==> src/rtl/fetch_unit.sv <==
// Instruction-fetch front end: PC generation, one-cycle-latency ROM interface,
// DEPTH-entry instruction FIFO toward decode, and branch redirect with full flush.
module fetch_unit #(
  parameter int unsigned          ADDR_W   = 32,
  parameter int unsigned          INST_W   = 32,
  parameter int unsigned          DEPTH    = 4,
  parameter logic [ADDR_W-1:0]    RESET_PC = '0,
  parameter logic [ADDR_W-1:0]    PC_STEP  = ADDR_W'(4),
  localparam int unsigned         PW       = $clog2(DEPTH),
  localparam int unsigned         CW       = PW + 1
) (
  input  logic              clk,
  input  logic              rst,
  output logic [ADDR_W-1:0] rom_addr_o,
  output logic              rom_ce_o,
  input  logic [INST_W-1:0] rom_data_i,
  input  logic              branch_flag_i,
  input  logic [ADDR_W-1:0] branch_target_i,
  input  logic              stall_i,
  output logic              id_valid_o,
  output logic [ADDR_W-1:0] id_pc_o,
  output logic [INST_W-1:0] id_inst_o,
  output logic [CW-1:0]     fifo_count_o,
  output logic              dbg_state_o
);

  // Handshake: the head entry leaves the FIFO at a rising edge where
  // id_valid_o=1 and stall_i=0; a ROM issue is a cycle with rom_ce_o=1 and
  // its data must be presented on rom_data_i throughout the following cycle.

  typedef enum logic {IDLE = 1'b0, RUN = 1'b1} state_e;

  state_e              state_q;
  logic [ADDR_W-1:0]   pc_q;
  logic                req_v_q;
  logic [ADDR_W-1:0]   req_pc_q;
  logic [ADDR_W-1:0]   last_pc_q;
  logic [INST_W-1:0]   last_inst_q;
  logic [PW-1:0]       wr_ptr_q, rd_ptr_q;
  logic [CW-1:0]       count_q;
  logic [CW-1:0]       count_d;

  logic [ADDR_W-1:0]   mem_pc   [DEPTH];
  logic [INST_W-1:0]   mem_inst [DEPTH];

  logic                valid;
  logic                pop;
  logic                push;
  logic                redirect;
  logic                issue;
  logic [CW:0]         pending;

  always_comb begin
    valid    = (count_q != '0);
    pop      = valid & ~stall_i;
    redirect = (state_q == RUN) & branch_flag_i;
    push     = req_v_q & ~redirect;
    // Slots already promised: occupied entries plus the in-flight return,
    // minus the one leaving this edge. Issuing only below DEPTH means a
    // returning instruction always finds room.
    pending  = {1'b0, count_q} + (CW+1)'(req_v_q) - (CW+1)'(pop);
    issue    = (state_q == RUN) & ~branch_flag_i & (pending < (CW+1)'(DEPTH));
    count_d  = count_q + CW'(push) - CW'(pop);
  end

  always_ff @(posedge clk or negedge rst) begin
    if (!rst) begin
      state_q     <= IDLE;
      pc_q        <= RESET_PC;
      req_v_q     <= 1'b0;
      req_pc_q    <= '0;
      last_pc_q   <= '0;
      last_inst_q <= '0;
      wr_ptr_q    <= '0;
      rd_ptr_q    <= '0;
      count_q     <= '0;
    end else begin
      if (valid) begin
        last_pc_q   <= mem_pc[rd_ptr_q];
        last_inst_q <= mem_inst[rd_ptr_q];
      end
      case (state_q)
        IDLE: begin
          state_q <= RUN;
          req_v_q <= 1'b0;
        end
        RUN: begin
          if (redirect) begin
            pc_q     <= branch_target_i;
            req_v_q  <= 1'b0;
            wr_ptr_q <= '0;
            rd_ptr_q <= '0;
            count_q  <= '0;
          end else begin
            req_v_q <= issue;
            if (issue) begin
              pc_q     <= pc_q + PC_STEP;
              req_pc_q <= pc_q;
            end
            if (push) wr_ptr_q <= wr_ptr_q + PW'(1);
            if (pop)  rd_ptr_q <= rd_ptr_q + PW'(1);
            count_q <= count_d;
          end
        end
        default: state_q <= IDLE;
      endcase
    end
  end

  always_ff @(posedge clk) begin
    if (push) begin
      mem_pc[wr_ptr_q]   <= req_pc_q;
      mem_inst[wr_ptr_q] <= rom_data_i;
    end
  end

  assign rom_addr_o   = pc_q;
  assign rom_ce_o     = issue;
  assign id_valid_o   = valid;
  assign id_pc_o      = valid ? mem_pc[rd_ptr_q]   : last_pc_q;
  assign id_inst_o    = valid ? mem_inst[rd_ptr_q] : last_inst_q;
  assign fifo_count_o = count_q;
  assign dbg_state_o  = state_q;

endmodule
==> config.mk <==
export PLATFORM = sky130hd
export DESIGN_NAME = fetch_unit
export DESIGN_NICKNAME = d
export VERILOG_FILES = /design/src/rtl/fetch_unit.sv
export SDC_FILE = /design/constraint.sdc
export NUM_CORES = 1
export LEC_CHECK = 0
export BUFFER_PORTS_ARGS = -buffer_cell sky130_fd_sc_hd__buf_2
export CORE_MARGIN = 5
export CORE_UTILIZATION = 40
export CTS_CLUSTER_DIAMETER = 100
export CTS_CLUSTER_SIZE = 40
export DETAILED_ROUTE_END_ITERATION = 8
export PLACE_DENSITY = 0.7
export RECOVER_POWER = 50
export SLEW_MARGIN = 15
export SYNTH_ARGS = -nofsm -noshare
export SYNTH_HDL_FRONTEND = slang
export SYNTH_SLANG_ARGS = --single-unit
export TNS_END_PERCENT = 20
==> constraint.sdc <==
create_clock -name clk -period 3.3 [get_ports clk]
set_input_delay 0.66 -clock clk [delete_from_list [all_inputs] [get_ports clk]]
set_output_delay 0.66 -clock clk [all_outputs]
set_load 0.05 [all_outputs]
==> run_results.csv, run 1 <==
group,metric,value,unit
clock_network,clk_pin_slew,140,ps
synthesis,ys_top_cells_by_count,"256 x edfxtp_1, 137 x dfrtp_1, 130 x nand2_1, 65 x mux2_2, 64 x mux4_2",
worst_setup_path,cp-end-kind,"output pin",
worst_setup_path,r2r_start,"fifo_count_o[0]",
global_routing,grt_pass1_wl,51090,um
worst_setup_path,slowest_delay,450,ps
worst_setup_path,path_class,"register to output pin",
synthesis,synth-edff-count,256,
global_routing,grt_overflow,0,
synthesis,synth_top_area_share,0.5035,
place,dp_hpwl,20510,um
timing,setup_tns,0,ps
timing,final-hold-violation-count,0,
timing,worstMarginPinSlew,1722,ps
synthesis,ys_warn_count,0,
power_and_ir_drop,power_density,1014,nW/um^2
routing,via_per_inst,5.242,
power_and_ir_drop,vdd_drop_max,0.7975,mV
global_routing,grt_pass1_vias,8584,
routing,drtPass1Iterations,5,
flow_run,max_cap_violations,1,
clock_network,insertion_delay,540,ps
layout,finalInstanceArea,17420,sq um
power_and_ir_drop,power_frac_seq,0.396,
routing,via_count,8325,
synthesis,synth_nets,975,
global_routing,grt_max_degree,66,
timing,layout_min_cycle_time,3215,ps
synthesis,synthArstFlopShare,0.3486,
synthesis,synth_area_leaders,"edfxtp_1 50%, dfrtp_1 22%, mux4_2 9.4%",
layout,diodes,0,
synthesis,yosysTopAreaCell,"edfxtp_1",
layout,layout.nets,1146,
power_and_ir_drop,swShare,0.4369,
synthesis,ys_types,49,
min_path,worstHoldStart,"branch_target_i[4]",
worst_setup_path,path_delay_family,"compound AO/OA/AOI/OAI gates",
worst_setup_path,worstReg2RegEnd,"rom_addr_o[21]",
layout,drive_above_1_share,0.3138,
worst_setup_path,r2r_slack,300,ps
clock_network,hold_buffers,0,
global_routing,use_met3,0.02443,
timing,fin_skew,30.01,ps
synthesis,synth_seq_area_share,0.7280,
global_routing,antenna_found_initial,0,
power_and_ir_drop,p_int,9.947,mW
worst_setup_path,cp_num_cells,8,
layout,area_delta_synth_final,14.08,%
global_routing,grt_util_met2,0.2455,
min_path,hold_path.class,"primary input to register",
power_and_ir_drop,p_clk_frac,0.139,
routing,routed_wl,32610,um
worst_setup_path,crit_arrival,2550,ps
synthesis,ys_ff_latch,393,
routing,antenna_left,0,
global_routing,met1_usage,0.2328,
clock_network,cts_buffers,15,
timing,period_share,0.9742,
synthesis,synth_area,15270,sq um
synthesis,synth_top_flop_cell,"edfxtp_1",
worst_setup_path,slowest_stage,"dfrtp_1",
worst_setup_path,cp_cell_sequence,"nor3_4, or3_4, ha_1, nand2_1, o41a_1, a21o_2, inv_2, buf_8",
timing,slew_headroom,-0.1479,
synthesis,synth_cells,898,
floorplanning,rows,71,
floorplanning,core,37670,sq um
routing,drtIter0Drc,508,
global_routing,grt_use_total,0.1549,
min_path,hold_path_depth,3,
power_and_ir_drop,leakagePower,6.337,nW
worst_setup_path,cp.buffers_inverters,2,
global_routing,grt_busiest_layer,"met2",
worst_setup_path,required,2640,ps
timing,finalSetupViolCount,0,
floorplanning,die-area,42180,sq um
synthesis,synth.most_common_cell,"edfxtp_1",
power_and_ir_drop,power_frac_comb,0.465,
timing,finalMaxSlewViolations,56,
floorplanning,start_util,0.4054,
worst_setup_path,ff2ff_path_depth,9,
power_and_ir_drop,p_sw,7.717,mW
floorplanning,ios,170,
clock_network,htreeDepth,1,
clock_network,cts_tree,"yes",
clock_network,cts_root_buf,"clkbuf_16",
status,status,"complete, but fails checks",
routing,drc_errors,0,
place,gp_congestion,0.8190,
clock_network,cts_sinks,393,
timing,max_freq,0.3111,GHz
clock_network,cts_buffer_depth,3,
floorplanning,die_w,205.4,um
worst_setup_path,worst-path-max-fanout,4,
routing,avgRoutedWirePerCell,20.53,um
floorplanning,die_h,205.4,um
place,place_area,16920,sq um
synthesis,syn_avg_cell_area,17.00,sq um
worst_setup_path,crit_path_start_kind,"register",
status,violations,"capacitance limit, slew limit",
min_path,min_to,"rom_addr_o[4]",
place,io_buffers,169,
-- cell type report --
cell class                      count  area (sq um)
Clock buffer                       17         382.9
Sequential cell                   393         11130
Tap cell                          511         639.4
Multi-Input combinational cell    443          3939
Inverter                           16         61.31
Timing Repair Buffer              200          1171
Clock inverter                      8         98.84
Fill cell                        3343         20250
-- cell usage in the layout (no fill, tap or decap), drive strengths merged, types with 4 or more instances in the layout --
cell	synthesis	final
or4	11	11
inv	16	19
a31oi	18	18
nor2	22	22
nand4	5	5
nand2	130	130
dfrtp	137	137
or3	15	15
clkbuf	29	51
edfxtp	256	256
buf	17	166
and3	8	8
nand3	18	18
ha	8	8
clkinv	0	5
o211ai	10	10
o31ai	8	8
mux4	64	64
mux2	65	65
o21ai	16	16
o22ai	4	4
-- power by group through the flow --
| stage | clock network [mW] | logic, mW | registers (mW) |
|---|---|---|---|
| finish | 2.46 | 8.21 | 6.99 |
| global route | 2.75 | 8.73 | 7.11 |
| CTS | 2.57 | 8.34 | 7.00 |
| detailed placement | 0 | 8.23 | 7.12 |
| global placement | 0 | 8.17 | 7.06 |
| floorplan | 0 | 6.05 | 7.15 |
-- routing by layer --
layer / wire length [um] / vias to the layer above
li1: - / 3770
met1: 15010 / 4304
met2: 15320 / 226
met3: 1919 / 25
met4: 352 / 0
met5: 0 / -
-- cell families (layout without fill, tap and decap cells) --
kind of cell,count (synthesis),in the layout,share of synthesized area
AND/OR/NAND/NOR,222,222,0.06630
XOR/XNOR,6,6,0.003442
multiplexers,130,130,0.1430
flip-flops,393,393,0.7280
buffers and inverters,62,241,0.01664
adder cells (fa/ha/maj),9,9,0.007867
other,1,1,0.0002456
AO/OA/AOI/OAI,75,75,0.03450
-- stage by stage --
step	worst slack (ps)	util	hold slack, ps	instances	total power [mW]
CTS	9.408	0.4633	109.7	1586	17.90
floorplan	-11.09	-	364.4	898	13.19
global placement	109.1	0.4493	478.4	1557	15.23
global route	-17.74	0.4624	296.0	1588	18.60
finish	85.16	0.4624	315.0	1588	17.66
detailed placement	73.90	0.4493	483.1	1557	15.35
-- registers in the layout, summed over array words and instances, names as in the netlist --
signal,cells
last_pc_q,32
req_v_q,1
fifo_count_o,3
rom_addr_o,32
last_inst_q,32
dbg_state_o,1
rd_ptr_q,2
mem_inst,128
wr_ptr_q,2
mem_pc,128
req_pc_q,32
-- worst max path at each step --
stage | start | to | slack, ps
final | fifo_count_o[0] | rom_ce_o | 90
after global placement | stall_i | rom_addr_o[21] | 110
after detailed placement | stall_i | rom_addr_o[21] | 70
after floorplan | fifo_count_o[1] | rom_ce_o | -10
after global routing | fifo_count_o[0] | rom_ce_o | -20
after CTS | fifo_count_o[0] | rom_ce_o | 9
-- repair_timing --
item | CTS | global route
pin swaps | 2 | 3
resized for setup | 5 | 4
setup endpoints to repair | 1 | 1
buffers inserted | 4 | 2
endpoints found under the hold margin | 0 | 0
-- worst register-to-register path, delay by kind of cell, from the launching register on --
kind / cells / cell delay, ps
simple gates: 5 / 1140
compound gates: 2 / 910
flops: 1 / 450
fa+ha+maj: 1 / 280
buf+inv: 1 / 160
No activity file was read; power rests on OpenSTA's default activity.
==> inputs of run 2 (changes only) <==
--- a/config.mk
+++ b/config.mk
@@ -7,13 +7,12 @@
 export LEC_CHECK = 0
 export BUFFER_PORTS_ARGS = -buffer_cell sky130_fd_sc_hd__buf_2
 export CORE_MARGIN = 5
-export CORE_UTILIZATION = 40
+export CORE_UTILIZATION = 53
 export CTS_CLUSTER_DIAMETER = 100
 export CTS_CLUSTER_SIZE = 40
 export DETAILED_ROUTE_END_ITERATION = 8
-export PLACE_DENSITY = 0.7
+export PLACE_DENSITY = 0.86
 export RECOVER_POWER = 50
-export SLEW_MARGIN = 15
 export SYNTH_ARGS = -nofsm -noshare
 export SYNTH_HDL_FRONTEND = slang
 export SYNTH_SLANG_ARGS = --single-unit
==> run_results.csv, run 2 (synthesis gave the netlist of run 1 again) <==
group,metric,value,unit
layout,drive_above_1_share,0.3110,
worst_setup_path,path_class,"register to output pin",
layout,diodes,0,
status,violations,"capacitance limit, slew limit",
layout,layout.nets,1146,
place,post-place-ws,82.85,ps
timing,rsz0062_at_grt,"yes",
worst_setup_path,cp-end-kind,"output pin",
worst_setup_path,slowest_stage,"dfrtp_2",
routing,avgRoutedWirePerCell,21.64,um
routing,routed_wl,31610,um
routing,antenna_left,0,
global_routing,grt_overflow,0,
floorplanning,rows,62,
clock_network,clk_pin_slew,140,ps
global_routing,grt_pass1_wl,50340,um
global_routing,grt_pass1_vias,8798,
layout,final_core_util,0.6036,
place,place_area,16720,sq um
place,gp_congestion,0.8035,
layout,layout_commonest_cell,"edfxtp_1",
flow_run,max_cap_violations,1,
layout,layout_common_cells,"256 x edfxtp_1, 135 x buf_2, 132 x dfrtp_1, 129 x nand2_1, 65 x mux2_2",
global_routing,grt_max_degree,80,
layout,instances_no_fill,1461,
timing,max_freq,0.3084,GHz
clock_network,htreeDepth,1,
worst_setup_path,cp.buffers_inverters,2,
clock_network,cts_buffer_depth,3,
routing,via_per_inst,5.812,
floorplanning,die-area,32300,sq um
layout,multi_input_area,3934,sq um
routing,via_count,8491,
timing,period_share,0.9825,
worst_setup_path,required,2640,ps
power_and_ir_drop,leakagePower,6.322,nW
floorplanning,ios,170,
clock_network,cts_buffers,14,
worst_setup_path,r2r_start,"fifo_count_o[2]",
clock_network,cts_sinks,393,
timing,worstMarginPinSlew,2199,ps
layout,area_delta_synth_final,12.85,%
timing,finalSetupViolCount,0,
floorplanning,core,28550,sq um
status,status,"complete, but fails checks",
floorplanning,die_w,179.7,um
routing,drtIter0Drc,708,
place,io_buffers,169,
worst_setup_path,cp_cell_sequence,"nor3_4, or3_1, ha_1, nand2_1, o41a_1, a21o_2, inv_2, buf_8",
power_and_ir_drop,power_density,1020,nW/um^2
timing,final-hold-violation-count,0,
min_path,worstHoldStart,"branch_target_i[0]",
worst_setup_path,crit_arrival,2580,ps
worst_setup_path,path_delay_family,"compound AO/OA/AOI/OAI gates",
min_path,hold_path.class,"primary input to register",
layout,fillers,2128,
worst_setup_path,cp-startpoint,"fifo_count_o[2]",
global_routing,grt_use_total,0.1941,
floorplanning,start_util,0.5348,
clock_network,hold_buffers,0,
clock_network,cts_root_buf,"clkbuf_16",
clock_network,insertion_delay,520,ps
timing,fin_skew,24.41,ps
timing,layout_min_cycle_time,3242,ps
timing,finalWorstSetupSlack,57.89,ps
layout,reg_top3,"mem_inst (128), mem_pc (128)",
layout,finalInstanceArea,17230,sq um
worst_setup_path,slowest_delay,470,ps
global_routing,antenna_found_initial,1,
routing,drc_errors,0,
worst_setup_path,worst-path-max-fanout,6,
floorplanning,die_h,179.7,um
worst_setup_path,crit_path_start_kind,"register",
place,dp_hpwl,20340,um
power_and_ir_drop,vdd_drop_max,0.7505,mV
layout,seqCellArea,11130,sq um
place,dp.cells,1428,
routing,drtPass1Iterations,4,
timing,slew_headroom,-0.4659,
timing,finalMaxSlewViolations,80,
clock_network,cts_tree,"yes",
run 2: worst register-to-register path: cells and delay by family, from the launching register on:
family	cells	cell delay, ps
AOI/OAI and AO/OA	2	1040
adders and majority gates	1	280
buffers and inverters	1	160
DFF	1	470
and+or+nand+nor	5	1070
run 2: final timing paths:
kind	slack, ps	cells after the start	to
worst max register to register	240	9	rom_addr_o[21]
worst min-delay path	330	3	rom_addr_o[0]
min in group asynchronous	760	1	last_inst_q[18]
worst min register to register	510	1	last_inst_q[22]
max in group asynchronous	540	2	req_pc_q[21]
worst max-delay path	60	8	rom_ce_o
run 2: metal layers:
layer  GRT usage  up-vias  wire length, um
met5           0        -               13
met2      0.3139      284            15460
met3     0.03193       33             1913
li1            -     3743                -
met4     0.02987        2              414
met1      0.2904     4429            13810
run 2: layout make-up:
class | count | share of cell area
flip-flops and latches | 393 | 0.6458
inverters | 16 | 0.003558
multi-input cells | 443 | 0.2283
well taps | 384 | 0.02788
clock buffers | 20 | 0.02346
repair buffers | 201 | 0.06775
clock inverters | 4 | 0.003268
run 2: repair_timing:
item	CTS	global route
endpoints found under the hold margin	0	0
buffers inserted	4	5
gates resized for setup	6	3
setup endpoints to repair	16	10
pin swaps	0	3
run 2: report_power, final:
group          internal (mW)  switching [mW]  total, mW  leakage (nW)
sequential              6.40           0.631       7.03          3.93
clock                  0.909            1.45       2.35         0.223
combinational           2.65            5.53       8.18          2.17
run 2: stage by stage:
stage	hold slack, ps	setup TNS [ps]	total power, mW
final	327.7	0	17.57
after global routing	294.6	-62.51	18.42
after CTS	208.6	0	17.64
after detailed placement	481.6	0	15.26
after global placement	478.6	0	15.05
after floorplan	364.4	-11.09	13.19
